## src/rtl/spi_dds_pkg.sv

```systemverilog
// Shared definitions for the SPI command path and the DDS core:
// register map, CTRL field positions, STATUS layout and decoder FSM states.
package spi_dds_pkg;

    localparam int ADDR_FREQ   = 0;
    localparam int ADDR_PHASE  = 1;
    localparam int ADDR_CTRL   = 2;
    localparam int ADDR_STATUS = 3;

    localparam int CTRL_EN_BIT      = 0;
    localparam int CTRL_WAVE_LSB    = 1;
    localparam int CTRL_WAVE_W      = 2;
    localparam int CTRL_LED_LSB     = 3;
    localparam int CTRL_LED_W       = 4;
    localparam int CTRL_STORED_W    = 7;
    localparam int CTRL_CLR_ERR_BIT = 31;

    localparam int PHASE_W = 12;

    localparam int STATUS_FRAME_LSB = 16;
    localparam int STATUS_ERR_LSB   = 0;
    localparam int STATUS_CNT_W     = 16;

    typedef enum logic [2:0] {
        ST_IDLE,
        ST_CMD,
        ST_WR,
        ST_RD,
        ST_DRAIN
    } state_t;

    // Packs the frame and error counters into the STATUS register word.
    function automatic logic [31:0] packStatus(input logic [STATUS_CNT_W-1:0] frameCnt,
                                               input logic [STATUS_CNT_W-1:0] errCnt);
        logic [31:0] word;
        word = '0;
        word[STATUS_FRAME_LSB +: STATUS_CNT_W] = frameCnt;
        word[STATUS_ERR_LSB   +: STATUS_CNT_W] = errCnt;
        return word;
    endfunction

endpackage

```

## src/rtl/spi_reg_bank.sv

```systemverilog
// Shadow/active register pairs for FREQ, PHASE and CTRL plus the STATUS counters.
// Writes land in the shadow copies; a commit copies them to the active copies
// in one edge, a rollback restores the shadows from the active copies.
module spi_reg_bank
    import spi_dds_pkg::*;
#(
    parameter int          ADDR_W   = 7,
    parameter logic [31:0] FREQ_RST = 32'd0
) (
    input  logic                     clk,
    input  logic                     rst_n,
    input  logic                     i_wrEn,
    input  logic [ADDR_W-1:0]        i_wrAddr,
    input  logic [31:0]              i_wrData,
    input  logic                     i_commit,
    input  logic                     i_rollback,
    input  logic                     i_frameEnd,
    input  logic [ADDR_W-1:0]        i_rdAddr,
    output logic [31:0]              o_rdData,
    output logic [31:0]              o_freq,
    output logic [PHASE_W-1:0]       o_phase,
    output logic [CTRL_STORED_W-1:0] o_ctrl,
    output logic                     o_update,
    output logic                     o_frameErr
);

    logic [31:0]              r_shFreq,  r_actFreq;
    logic [PHASE_W-1:0]       r_shPhase, r_actPhase;
    logic [CTRL_STORED_W-1:0] r_shCtrl,  r_actCtrl;
    logic                     r_shClrErr;
    logic [STATUS_CNT_W-1:0]  r_frameCnt, r_errCnt;
    logic                     r_update, r_frameErr;

    logic [31:0]              w_nxFreq;
    logic [PHASE_W-1:0]       w_nxPhase;
    logic [CTRL_STORED_W-1:0] w_nxCtrl;
    logic                     w_nxClrErr;

    // Shadow contents including a write arriving this cycle, so a commit in
    // the same cycle as the last word's write still picks that word up.
    always_comb begin
        w_nxFreq   = r_shFreq;
        w_nxPhase  = r_shPhase;
        w_nxCtrl   = r_shCtrl;
        w_nxClrErr = r_shClrErr;
        if (i_wrEn) begin
            case (i_wrAddr)
                ADDR_W'(ADDR_FREQ):  w_nxFreq  = i_wrData;
                ADDR_W'(ADDR_PHASE): w_nxPhase = i_wrData[PHASE_W-1:0];
                ADDR_W'(ADDR_CTRL): begin
                    w_nxCtrl   = i_wrData[CTRL_STORED_W-1:0];
                    w_nxClrErr = i_wrData[CTRL_CLR_ERR_BIT];
                end
                default: ;
            endcase
        end
    end

    // Shadow/active registers, commit and rollback, sticky error and counters.
    always_ff @(posedge clk or negedge rst_n) begin
        if (!rst_n) begin
            r_shFreq   <= FREQ_RST;
            r_actFreq  <= FREQ_RST;
            r_shPhase  <= '0;
            r_actPhase <= '0;
            r_shCtrl   <= '0;
            r_actCtrl  <= '0;
            r_shClrErr <= 1'b0;
            r_frameCnt <= '0;
            r_errCnt   <= '0;
            r_update   <= 1'b0;
            r_frameErr <= 1'b0;
        end else begin
            r_update <= 1'b0;
            if (i_commit) begin
                r_actFreq  <= w_nxFreq;
                r_actPhase <= w_nxPhase;
                r_actCtrl  <= w_nxCtrl;
                r_shFreq   <= w_nxFreq;
                r_shPhase  <= w_nxPhase;
                r_shCtrl   <= w_nxCtrl;
                r_shClrErr <= 1'b0;
                r_update   <= 1'b1;
                if (w_nxClrErr) begin
                    r_frameErr <= 1'b0;
                end
            end else if (i_rollback) begin
                r_shFreq   <= r_actFreq;
                r_shPhase  <= r_actPhase;
                r_shCtrl   <= r_actCtrl;
                r_shClrErr <= 1'b0;
                r_frameErr <= 1'b1;
                if (r_errCnt != {STATUS_CNT_W{1'b1}}) begin
                    r_errCnt <= r_errCnt + 1'b1;
                end
            end else begin
                r_shFreq   <= w_nxFreq;
                r_shPhase  <= w_nxPhase;
                r_shCtrl   <= w_nxCtrl;
                r_shClrErr <= w_nxClrErr;
            end
            if (i_frameEnd) begin
                r_frameCnt <= r_frameCnt + 1'b1;
            end
        end
    end

    // Read-back mux over the active registers; unmapped addresses read zero.
    always_comb begin
        o_rdData = '0;
        case (i_rdAddr)
            ADDR_W'(ADDR_FREQ):   o_rdData = r_actFreq;
            ADDR_W'(ADDR_PHASE):  o_rdData = {{(32-PHASE_W){1'b0}}, r_actPhase};
            ADDR_W'(ADDR_CTRL):   o_rdData = {{(32-CTRL_STORED_W){1'b0}}, r_actCtrl};
            ADDR_W'(ADDR_STATUS): o_rdData = packStatus(r_frameCnt, r_errCnt);
            default:              o_rdData = '0;
        endcase
    end

    assign o_freq     = r_actFreq;
    assign o_phase    = r_actPhase;
    assign o_ctrl     = r_actCtrl;
    assign o_update   = r_update;
    assign o_frameErr = r_frameErr;

endmodule

```

## src/rtl/spi_cmd_decoder.sv

```systemverilog
// Byte-level SPI command decoder: parses {cmd, data...} frames, stages writes
// into the register bank and serves read-back bytes to MISO.
// Optional build macro SPI_CMD_CHECKSUM_EN: write frames carry a trailing
// XOR checksum byte that must bring the XOR of all frame bytes to zero.
module spi_cmd_decoder
    import spi_dds_pkg::*;
#(
    parameter int          ADDR_W     = 7,
    parameter logic [7:0]  DEFAULT_TX = 8'hA5,
    parameter logic [31:0] FREQ_RST   = 32'd0
) (
    input  logic        clk,
    input  logic        rst_n,
    input  logic        i_cs_active,
    input  logic        i_rx_valid,
    input  logic [7:0]  i_rx_data,
    input  logic        i_tx_req,
    output logic [7:0]  o_tx_data,
    output logic [31:0] o_freq_word,
    output logic [11:0] o_phase_word,
    output logic        o_dds_en,
    output logic [1:0]  o_wave_sel,
    output logic [3:0]  o_led_groups,
    output logic        o_update,
    output logic        o_frame_err
);

`ifdef SPI_CMD_CHECKSUM_EN
    // With a checksum, a lone byte after the last full word is the checksum,
    // so an unmapped target is only certain once a second byte arrives.
    localparam logic [1:0] DRAIN_AT = 2'd1;
`else
    localparam logic [1:0] DRAIN_AT = 2'd0;
`endif

    state_t              r_state, w_nextState;
    logic [ADDR_W-1:0]   r_addr;
    logic [1:0]          r_byteCnt;
    logic [23:0]         r_wordBuf;
    logic                r_wordsDone;
    logic [7:0]          r_xor;
    logic                r_wrEn;
    logic [ADDR_W-1:0]   r_wrAddr;
    logic [31:0]         r_wrData;
    logic [31:0]         r_txBuf;
    logic [1:0]          r_txIdx;

    logic                w_frameEnd;
    logic                w_frameOk;
    logic                w_drainHit;
    logic                w_commit;
    logic                w_rollback;
    logic [ADDR_W-1:0]   w_rdAddr;
    logic [31:0]         w_rdData;
    logic [CTRL_STORED_W-1:0] w_ctrl;

    assign w_frameEnd = (r_state != ST_IDLE) && !i_cs_active && !i_rx_valid;
    assign w_drainHit = i_rx_valid && (r_byteCnt == DRAIN_AT) &&
                        (r_addr >= ADDR_W'(ADDR_STATUS));
`ifdef SPI_CMD_CHECKSUM_EN
    assign w_frameOk  = (r_byteCnt == 2'd1) && (r_xor == 8'h00);
`else
    assign w_frameOk  = (r_byteCnt == 2'd0);
`endif
    assign w_rdAddr   = (r_state == ST_CMD) ? i_rx_data[ADDR_W-1:0] : r_addr + ADDR_W'(1);

    // State register.
    always_ff @(posedge clk or negedge rst_n) begin
        if (!rst_n) begin
            r_state <= ST_IDLE;
        end else begin
            r_state <= w_nextState;
        end
    end

    // Next-state logic plus the commit/rollback decision at frame end.
    always_comb begin
        w_nextState = r_state;
        w_commit    = 1'b0;
        w_rollback  = 1'b0;
        case (r_state)
            ST_IDLE: begin
                if (i_cs_active) w_nextState = ST_CMD;
            end
            ST_CMD: begin
                if (i_rx_valid) begin
                    w_nextState = i_rx_data[7] ? ST_RD : ST_WR;
                end else if (!i_cs_active) begin
                    w_nextState = ST_IDLE;
                end
            end
            ST_WR: begin
                if (w_frameEnd) begin
                    w_nextState = ST_IDLE;
                    if (r_wordsDone && w_frameOk) begin
                        w_commit = 1'b1;
                    end else if (r_wordsDone || (r_byteCnt != 2'd0)) begin
                        w_rollback = 1'b1;
                    end
                end else if (w_drainHit) begin
                    w_nextState = ST_DRAIN;
                end
            end
            ST_RD: begin
                if (w_frameEnd) w_nextState = ST_IDLE;
            end
            ST_DRAIN: begin
                if (w_frameEnd) begin
                    w_nextState = ST_IDLE;
                    w_rollback  = 1'b1;
                end
            end
            default: w_nextState = ST_IDLE;
        endcase
    end

    // Byte assembly, checksum accumulation, staged writes and the tx buffer.
    always_ff @(posedge clk or negedge rst_n) begin
        if (!rst_n) begin
            r_addr      <= '0;
            r_byteCnt   <= '0;
            r_wordBuf   <= '0;
            r_wordsDone <= 1'b0;
            r_xor       <= '0;
            r_wrEn      <= 1'b0;
            r_wrAddr    <= '0;
            r_wrData    <= '0;
            r_txBuf     <= '0;
            r_txIdx     <= '0;
        end else begin
            r_wrEn <= 1'b0;
            case (r_state)
                ST_IDLE: begin
                    r_byteCnt   <= '0;
                    r_wordsDone <= 1'b0;
                    r_xor       <= '0;
                end
                ST_CMD: begin
                    if (i_rx_valid) begin
                        r_addr <= i_rx_data[ADDR_W-1:0];
                        r_xor  <= i_rx_data;
                        if (i_rx_data[7]) begin
                            r_txBuf <= w_rdData;
                            r_txIdx <= 2'd3;
                        end
                    end
                end
                ST_WR: begin
                    if (i_rx_valid && !w_drainHit) begin
                        r_xor <= r_xor ^ i_rx_data;
                        if (r_byteCnt == 2'd3) begin
                            r_wrEn      <= 1'b1;
                            r_wrAddr    <= r_addr;
                            r_wrData    <= {r_wordBuf, i_rx_data};
                            r_addr      <= r_addr + ADDR_W'(1);
                            r_wordsDone <= 1'b1;
                            r_byteCnt   <= 2'd0;
                        end else begin
                            r_wordBuf <= {r_wordBuf[15:0], i_rx_data};
                            r_byteCnt <= r_byteCnt + 2'd1;
                        end
                    end
                end
                ST_RD: begin
                    if (i_tx_req) begin
                        if (r_txIdx == 2'd0) begin
                            r_addr  <= r_addr + ADDR_W'(1);
                            r_txBuf <= w_rdData;
                            r_txIdx <= 2'd3;
                        end else begin
                            r_txIdx <= r_txIdx - 2'd1;
                        end
                    end
                end
                default: ;
            endcase
        end
    end

    // MISO byte: current buffer byte while reading, idle pattern otherwise.
    always_comb begin
        o_tx_data = DEFAULT_TX;
        if (r_state == ST_RD) begin
            case (r_txIdx)
                2'd3:    o_tx_data = r_txBuf[31:24];
                2'd2:    o_tx_data = r_txBuf[23:16];
                2'd1:    o_tx_data = r_txBuf[15:8];
                default: o_tx_data = r_txBuf[7:0];
            endcase
        end
    end

    spi_reg_bank #(
        .ADDR_W   (ADDR_W),
        .FREQ_RST (FREQ_RST)
    ) u_regBank (
        .clk        (clk),
        .rst_n      (rst_n),
        .i_wrEn     (r_wrEn),
        .i_wrAddr   (r_wrAddr),
        .i_wrData   (r_wrData),
        .i_commit   (w_commit),
        .i_rollback (w_rollback),
        .i_frameEnd (w_frameEnd),
        .i_rdAddr   (w_rdAddr),
        .o_rdData   (w_rdData),
        .o_freq     (o_freq_word),
        .o_phase    (o_phase_word),
        .o_ctrl     (w_ctrl),
        .o_update   (o_update),
        .o_frameErr (o_frame_err)
    );

    assign o_dds_en     = w_ctrl[CTRL_EN_BIT];
    assign o_wave_sel   = w_ctrl[CTRL_WAVE_LSB +: CTRL_WAVE_W];
    assign o_led_groups = w_ctrl[CTRL_LED_LSB +: CTRL_LED_W];

endmodule
```

## config.mk

```make
export PLATFORM = sky130hd
export DESIGN_NAME = spi_cmd_decoder
export DESIGN_NICKNAME = d
export VERILOG_FILES = /design/src/rtl/spi_dds_pkg.sv /design/src/rtl/spi_reg_bank.sv /design/src/rtl/spi_cmd_decoder.sv
export SDC_FILE = /design/constraint.sdc
export NUM_CORES = 1
export LEC_CHECK = 0
export ABC_AREA = 1
export CORE_AREA = 2 2 198 248
export DETAILED_ROUTE_END_ITERATION = 8
export DIE_AREA = 0 0 200 250
export PLACE_DENSITY = 0.37
export SLEW_MARGIN = 20
export SYNTH_ARGS = -nofsm -noshare
export SYNTH_HDL_FRONTEND = slang
export SYNTH_SLANG_ARGS = --single-unit
export TNS_END_PERCENT = 30
```

## constraint.sdc

```tcl
create_clock -name clk -period 3.5 [get_ports clk]
set_input_delay 1.05 -clock clk [delete_from_list [all_inputs] [get_ports clk]]
set_output_delay 1.05 -clock clk [all_outputs]
set_load 0.005 [all_outputs]
```

==> out/metrics.csv, run 1 <==
metric,value,unit
syn_area,11800,um^2
numCtsBuffers,29,
relSlewSlack,36.7,%
grt_max_degree,79,
syn-num-nets,1445,
synthDistinctLibCells,44,
std_cell_rows,90,
fill_cells,5126,
hold_slack,0.472,ns
syn_inst,1422,
cp_max_fo,11,
place_ws,0.266,ns
die_y,250,um
slew_viol_final,0,
floorplan.initialDensity,24.6,%
critPathMaxStageDelay,0.54,ns
rsz0062_at_grt,no,
setup_viol,0,
core_area,47900,um^2
synth_area_leaders,"dfrtp_1 (53%), nand2_1 (14%), o21ai_0 (7.9%), inv_1 (4.8%), o21ai_1 (3.4%)",
worst_slack,0.126,ns
fin_cells,2147,
tritoncts,built,
drt_iter0_markers,525,
viasPerCell,4.24,
gr-usage-all-layers,14.5,%
cap_violations,0,
ios,74,
placed_cells,2096,
fin_tns_setup,0,ns
path_delay_family,buffers and inverters,
grt_pass1_wl,56200,um
grt_overflow,0,
antenna_found_initial,0,
cts_buffer_depth,3,
worst_clock_skew,0.0242,ns
drive_gt1_share,7.98,%
endpoint_kind,output pin,
gp_congestion,0.799,
die-area,50000,um^2
cp-start-kind,flip-flop,
dp_hpwl,25300,um
clk_pin_slew,0.06,ns
die_x,200,um
grt_pass1_vias,9231,
worstPathArrival,2.32,ns
outcome,completed,
cp_num_buf_inv,1,
ctsHtreeMaxLevel,1,
cp_cell_sequence,nand2_8 -> nor2_4 -> o21ai_1 -> a31oi_1 -> clkdlybuf4s50_1,
diodes,0,
final_core_util,29.6,%
cts.sinks,248,
drc,0,
p_leak,6.77,nW
synth_top_area_share,52.6,%
clockRootBuffer,clkbuf_16,
finalCriticalPeriod,3.37,ns
slowest_stage,clkdlybuf4s50_1,
ys_ff_latch,248,
synth_edf_count,0,
finalCritPeriodShare,96.4,%
required,2.45,ns
ys_seq_area_share,52.6,%
clock_latency,0.56,ns
ys_warn_count,0,
synth_top_area_cell,dfrtp_1,
fmax,296,MHz
async_flop_share,100,%
firstDrtPassIters,8,
hold_viol,0,
powerDensity,669,nW/um^2
wire_per_inst,16.5,um
port-buffer-count,73,
ir_drop,0.000338,V
ys.flop_type,dfrtp_1,
post-cts-setup-buffer-count,0,
nets,1506,
worst_slew_pin_slew,0.947,ns
synthToLayoutAreaGrowth,20.0,%
totalWireLength,35300,um
ant_nets,0,
critPathKind,flip-flop to output pin,
vias,9096,
hp-class,flip-flop to flip-flop,
syn_area_per_cell,8.29,um^2
[cell families (layout without fill, tap and decap cells)]
kind of cell               count (synthesis)  in the layout  synth area share, %
AOI/OAI and AO/OA                        295            295                 13.0
xor gates and xnor gates                  29             29                 2.15
adders and majority gates                 10             10                 1.06
buffers and inverters                    229            310                 8.72
DFF                                      248            248                 52.6
and+or+nand+nor                          611            611                 22.4
[metal layers]
metal  GRT usage [%]  vias up  wire length (um)
met5               0        -                 0
met4            3.60        0               654
met3            1.93       44              1170
met2            23.5      130             16400
met1            20.5     4254             17100
li1                -     4668                 -
[placed cells by master, fill, tap and decap left out, types with 6 or more instances in the layout]
cell / n
a21oi_1: 13
buf_4: 20
clkbuf_1: 7
clkbuf_16: 29
clkbuf_8: 12
clkdlybuf4s50_1: 69
dfrtp_1: 247
ha_1: 9
inv_1: 151
inv_2: 6
nand2_1: 454
nand3_1: 72
nand4_1: 7
nor2_1: 31
nor2_2: 7
nor3_1: 9
o21ai_0: 182
o21ai_1: 84
xnor2_1: 8
xor2_1: 21
[power by group]
group	internal [mW]	switching, mW
clock	1.84	1.22
combinational	0.849	1.70
sequential	3.47	0.380
[per-stage QoR]
| step | power [mW] | cell area (um^2) |
|---|---|---|
| floorplan | 5.73 | 11800 |
| global placement | 6.46 | 13200 |
| detailed placement | 6.48 | 13200 |
| CTS | 9.63 | 14100 |
| global route | 10.2 | 14200 |
| finish | 9.46 | 14200 |
[worst paths after layout]
check	cells past startpoint	end	start	slack (ns)
worst max-delay path	5	o_tx_data[4]	r_state[1]$_DFFE_PN0P_	0.13
worst max register to register	14	r_txBuf[30]$_DFFE_PN0P_	r_addr[0]$_DFFE_PN0P_	0.87
min in group asynchronous	1	u_regBank.r_shFreq[30]$_DFF_PN0_	rst_n	0.48
worst min-delay path	2	r_wrAddr[2]$_DFFE_PN0P_	r_wrAddr[2]$_DFFE_PN0P_	0.47
worst min register to register	2	r_wrAddr[2]$_DFFE_PN0P_	r_wrAddr[2]$_DFFE_PN0P_	0.47
max in group asynchronous	2	r_addr[1]$_DFFE_PN0P_	rst_n	2.11
[sequential cells by signal (all words and copies together) (netlist names), 7 cells and up]
name                  cells
r_wordBuf                24
u_regBank.r_frameCnt     16
u_regBank.o_phase        12
r_txBuf                  32
r_wrAddr                  7
u_regBank.o_ctrl          7
u_regBank.r_shFreq       32
u_regBank.r_shPhase      12
u_regBank.r_errCnt       16
u_regBank.r_shCtrl        7
r_wrData                 32
u_regBank.o_freq         32
r_addr                    7
[cell type report]
type | count | area (um^2) | share of cell area (%)
sequential | 248 | 6210 | 43.8
clock inverter | 3 | 43.8 | 0.309
tap | 644 | 806 | 5.69
inverter | 161 | 612 | 4.32
multi-input combinational | 945 | 4580 | 32.3
timing repair buffer | 98 | 993 | 7.02
clock buffer | 48 | 917 | 6.48
[cells in the mapped netlist, types with 2 or more instances]
cell type / n
ha_1: 10
dfrtp_1: 248
xnor2_1: 8
o21ai_1: 80
a21oi_2: 3
a21oi_1: 13
xor2_1: 21
nand4_1: 7
o21ai_2: 5
nand3_4: 2
o21ai_0: 186
nor2_4: 4
nand2_4: 4
inv_1: 152
nand2_1: 454
buf_1: 2
nor4_1: 3
buf_2: 16
nor2_2: 7
a31oi_1: 4
clkbuf_1: 26
nor4_4: 3
inv_2: 6
nand2_2: 5
nor2_1: 31
nand3b_1: 2
inv_4: 2
buf_4: 12
nor3_1: 9
buf_6: 11
and2_1: 2
nand3_1: 72
[what timing repair did]
action / in CTS / in global routing
pin swaps: 0 / 1
endpoints found under the setup margin: 4 / 4
gates cloned: 0 / 0
resized for setup: 1 / 11
hold buffers: 0 / 0
[tightest hold or removal path, stage by stage (launching register included)]
cell and delay [ns]:
dfrtp_1 0.33, nand2_1 0.05, o21ai_0 0.05
No activity file was read; power rests on OpenSTA's default activity.
==> run 2, diff against run 1 <==
ABC_AREA = default   (was 1)
CORE_AREA = 2 2 192 241   (was 2 2 198 248)
DIE_AREA = 0 0 194 243   (was 0 0 200 250)
==> run 2 against run 1 <==
Register-to-register slack improved by 0.04 ns. Critical path type unchanged. Sequential power fell by 8.1%. Setup slack worse by 0.0052 ns. Area after synthesis shrank 5.7%. Largest power group unchanged. Highest routed layer unchanged. Clock power rose by 5%.
==> out/metrics.csv, run 2 <==
metric,value,unit,change
ys_warn_count,0,,unchanged
p_leak,6.30,nW,-6.9%
grt_pass1_vias,8148,,-12%
grt_pass1_wl,53300,um,-5.1%
totalWireLength,34600,um,-2.0%
gr-usage-all-layers,14.7,%,+0.17 points
vias,7891,,-13%
fill_cells,4645,,-9.4%
required,2.45,ns,about the same
place_ws,0.268,ns,+0.00163 ns
cp_max_fo,8,,-3
clk_pin_slew,0.06,ns,about the same
synth_edf_count,0,,unchanged
rr_endpoint,r_wrData[19]$_DFFE_PN0P_,,
fin_total_pwr,8.42,mW,-11%
syn-num-nets,1029,,-29%
stdcell_area,13800,um^2,-2.6%
critPathMaxStageDelay,0.45,ns,-0.09 ns
setup_viol,0,,unchanged
synthDistinctLibCells,65,,+48%
ir_drop,0.000330,V,-2.2%
relSlewSlack,41.6,%,+4.9 points
grt_max_degree,69,,-13%
final_cell_mix,"dfrtp_1 (246), nand2_1 (108), nor2_1 (84)",,
synthToLayoutAreaGrowth,23.9,%,
cts_buffer_depth,3,,unchanged
cp_num_buf_inv,2,,+1
outcome,completed,,
yosysMostFrequentCell,dfrtp_1,,
worst_slew_pin_slew,0.874,ns,-0.0723 ns
viasPerCell,4.66,,+10%
tritoncts,built,,
nets,1115,,-26%
final_core_util,30.7,%,+1.2 points
wire_per_inst,20.5,um,+24%
synth_area_leaders,"dfrtp_1 (56%), mux2_2 (6.4%), mux2i_1 (5.3%), nand2_1 (3.7%), a21oi_1 (3.1%)",,
ctsHtreeMaxLevel,1,,unchanged
port-buffer-count,73,,unchanged
netlist_top_cells_count,"dfrtp_1 (248), nand2_1 (109), nor2_1 (85)",,
cp-start-kind,flip-flop,,
clock_latency,0.55,ns,about the same
firstDrtPassIters,5,,-3
hold_viol,0,,unchanged
async_flop_share,100,%,unchanged
drc,0,,unchanged
std_cell_rows,87,,-3.3%
hp-class,input port to asynchronous set/reset pin,,
ant_nets,0,,unchanged
worst_clock_skew,0.0148,ns,-0.00942 ns
post_dp_cell_area,12700,um^2,-3.5%
drive_gt1_share,16.0,%,+8.0 points
critPathKind,flip-flop to output pin,,
finalCritPeriodShare,96.6,%,+0.15 points
fin_tns_setup,0,ns,unchanged
rrSetupSlack,0.91,ns,+0.04 ns
antenna_found_initial,0,,unchanged
syn_inst,1006,,-29%
synth_top_area_share,55.8,%,+3.2 points
synth_top_area_cell,dfrtp_1,,
floorplan.initialDensity,24.8,%,+0.16 points
die_x,194,um,-3.0%
grt_overflow,0,,unchanged
gp_congestion,0.793,,-0.70%
cts.sinks,248,,unchanged
syn_area,11100,um^2,-5.7%
ys_ff_latch,248,,unchanged
endpoint_kind,output pin,,
die-area,47100,um^2,-5.7%
final_common_cell,dfrtp_1,,
drt_iter0_markers,464,,-12%
syn_area_per_cell,11.1,um^2,+33%
ios,74,,unchanged
finalCriticalPeriod,3.38,ns,+0.00522 ns
diodes,0,,unchanged
timing.rr.start,r_addr[0]$_DFFE_PN0P_,,
dp_hpwl,24500,um,-3.3%
core_area,44800,um^2,-6.3%
slew_viol_final,0,,unchanged
cp_cell_sequence,buf_4 -> ha_4 -> a222oi_1 -> nor2_1 -> a21oi_1 -> nor2_2 -> clkdlybuf4s50_1,,
die_y,243,um,-2.8%
slowest_stage,clkdlybuf4s50_1,,
worstPathArrival,2.33,ns,about the same
path_delay_family,buffers and inverters,,
worst_slack,0.120,ns,-0.00522 ns
ys.flop_type,dfrtp_1,,
ys_seq_area_share,55.8,%,+3.2 points
powerDensity,611,nW/um^2,-8.6%
fmax,296,MHz,-0.15%
numCtsBuffers,28,,-3.4%
r2r_cells,7,,-7
rsz0062_at_grt,no,,
cap_violations,0,,unchanged
clockRootBuffer,clkbuf_16,,
[run 2: cell count changes after synthesis, moves of 57 or more]
cell / change
o21ai_1: -66
mux2_2: +63
nand2_1: -345
o21ai_0: -123
mux2i_1: +59
a21oi_1: +57
inv_1: -138
[run 2: cell type report]
cell class              count  area [um^2]  share of cell area, %
clock buffers              45          906                   6.57
repair buffers            117         1170                   8.51
inverters                  14         52.6                  0.381
well taps                 578          723                   5.25
clock inverters             7          110                  0.799
multi-input cells         683         4610                   33.5
flip-flops and latches    248         6210                   45.0
[run 2: worst max path at each step]
stage	startpoint	endpoint	slack (ns)	cells after the start
4_1_cts	r_txIdx[1]$_DFFE_PN0P_	o_tx_data[3]	0.01	7
6_report	r_txIdx[1]$_DFFE_PN0P_	o_tx_data[1]	0.12	7
5_1_grt	r_txIdx[1]$_DFFE_PN0P_	o_tx_data[6]	0.002	7
3_3_place_gp	i_cs_active	u_regBank.r_frameCnt[15]$_DFFE_PN0P_	0.24	7
3_5_place_dp	i_rx_data[7]	r_txBuf[2]$_DFFE_PN0P_	0.27	7
2_1_floorplan	i_rx_valid	u_regBank.o_ctrl[0]$_DFFE_PN0P_	0.94	8
[run 2: stage by stage]
step           instances  hold slack, ns
2_1_floorplan       1006           0.442
3_3_place_gp        1639           0.476
3_5_place_dp        1639           0.477
4_1_cts             1692           0.481
5_1_grt             1692           0.485
6_report            1692           0.461
[run 2: repair_timing]
| action | 4_1_cts | 5_1_grt |
|---|---|---|
| setup endpoints to repair | 7 | 7 |
| resized for setup | 11 | 4 |
| pin swaps | 1 | 6 |
| setup buffers | 1 | 0 |
| gates cloned | 0 | 0 |
| hold buffers | 0 | 0 |
[run 2: cells by family (layout without fill, tap and decap cells)]
family / after synthesis / count (layout) / synth area share, %
flops: 248 / 248 / 55.8
buf+inv: 75 / 183 / 3.43
fa+ha+maj: 10 / 10 / 1.12
mux: 133 / 133 / 12.8
compound gates: 214 / 214 / 12.1
simple gates: 297 / 297 / 12.5
xor+xnor: 29 / 29 / 2.28
[run 2: power by group]
part,total [mW],switching [mW],internal [mW]
Combinational,1.67,0.981,0.687
Clock,3.21,1.23,1.98
Sequential,3.54,0.270,3.27
[run 2: worst reg2reg max path: stages, from the launching register on]
cell	delay [ns]
dfrtp_1	0.53
ha_1	0.33
nor3_1	0.32
a31oi_1	0.25
nor3_2	0.34
nand2_2	0.13
buf_4	0.23
mux2_1	0.34
[run 2: layer usage]
layer	track usage, %	wire (um)	share of wire (%)
met1	18.8	15200	44
met2	26.3	17800	52
met5	0	0	0
met4	3.48	518	1.5
met3	1.83	1080	3.1
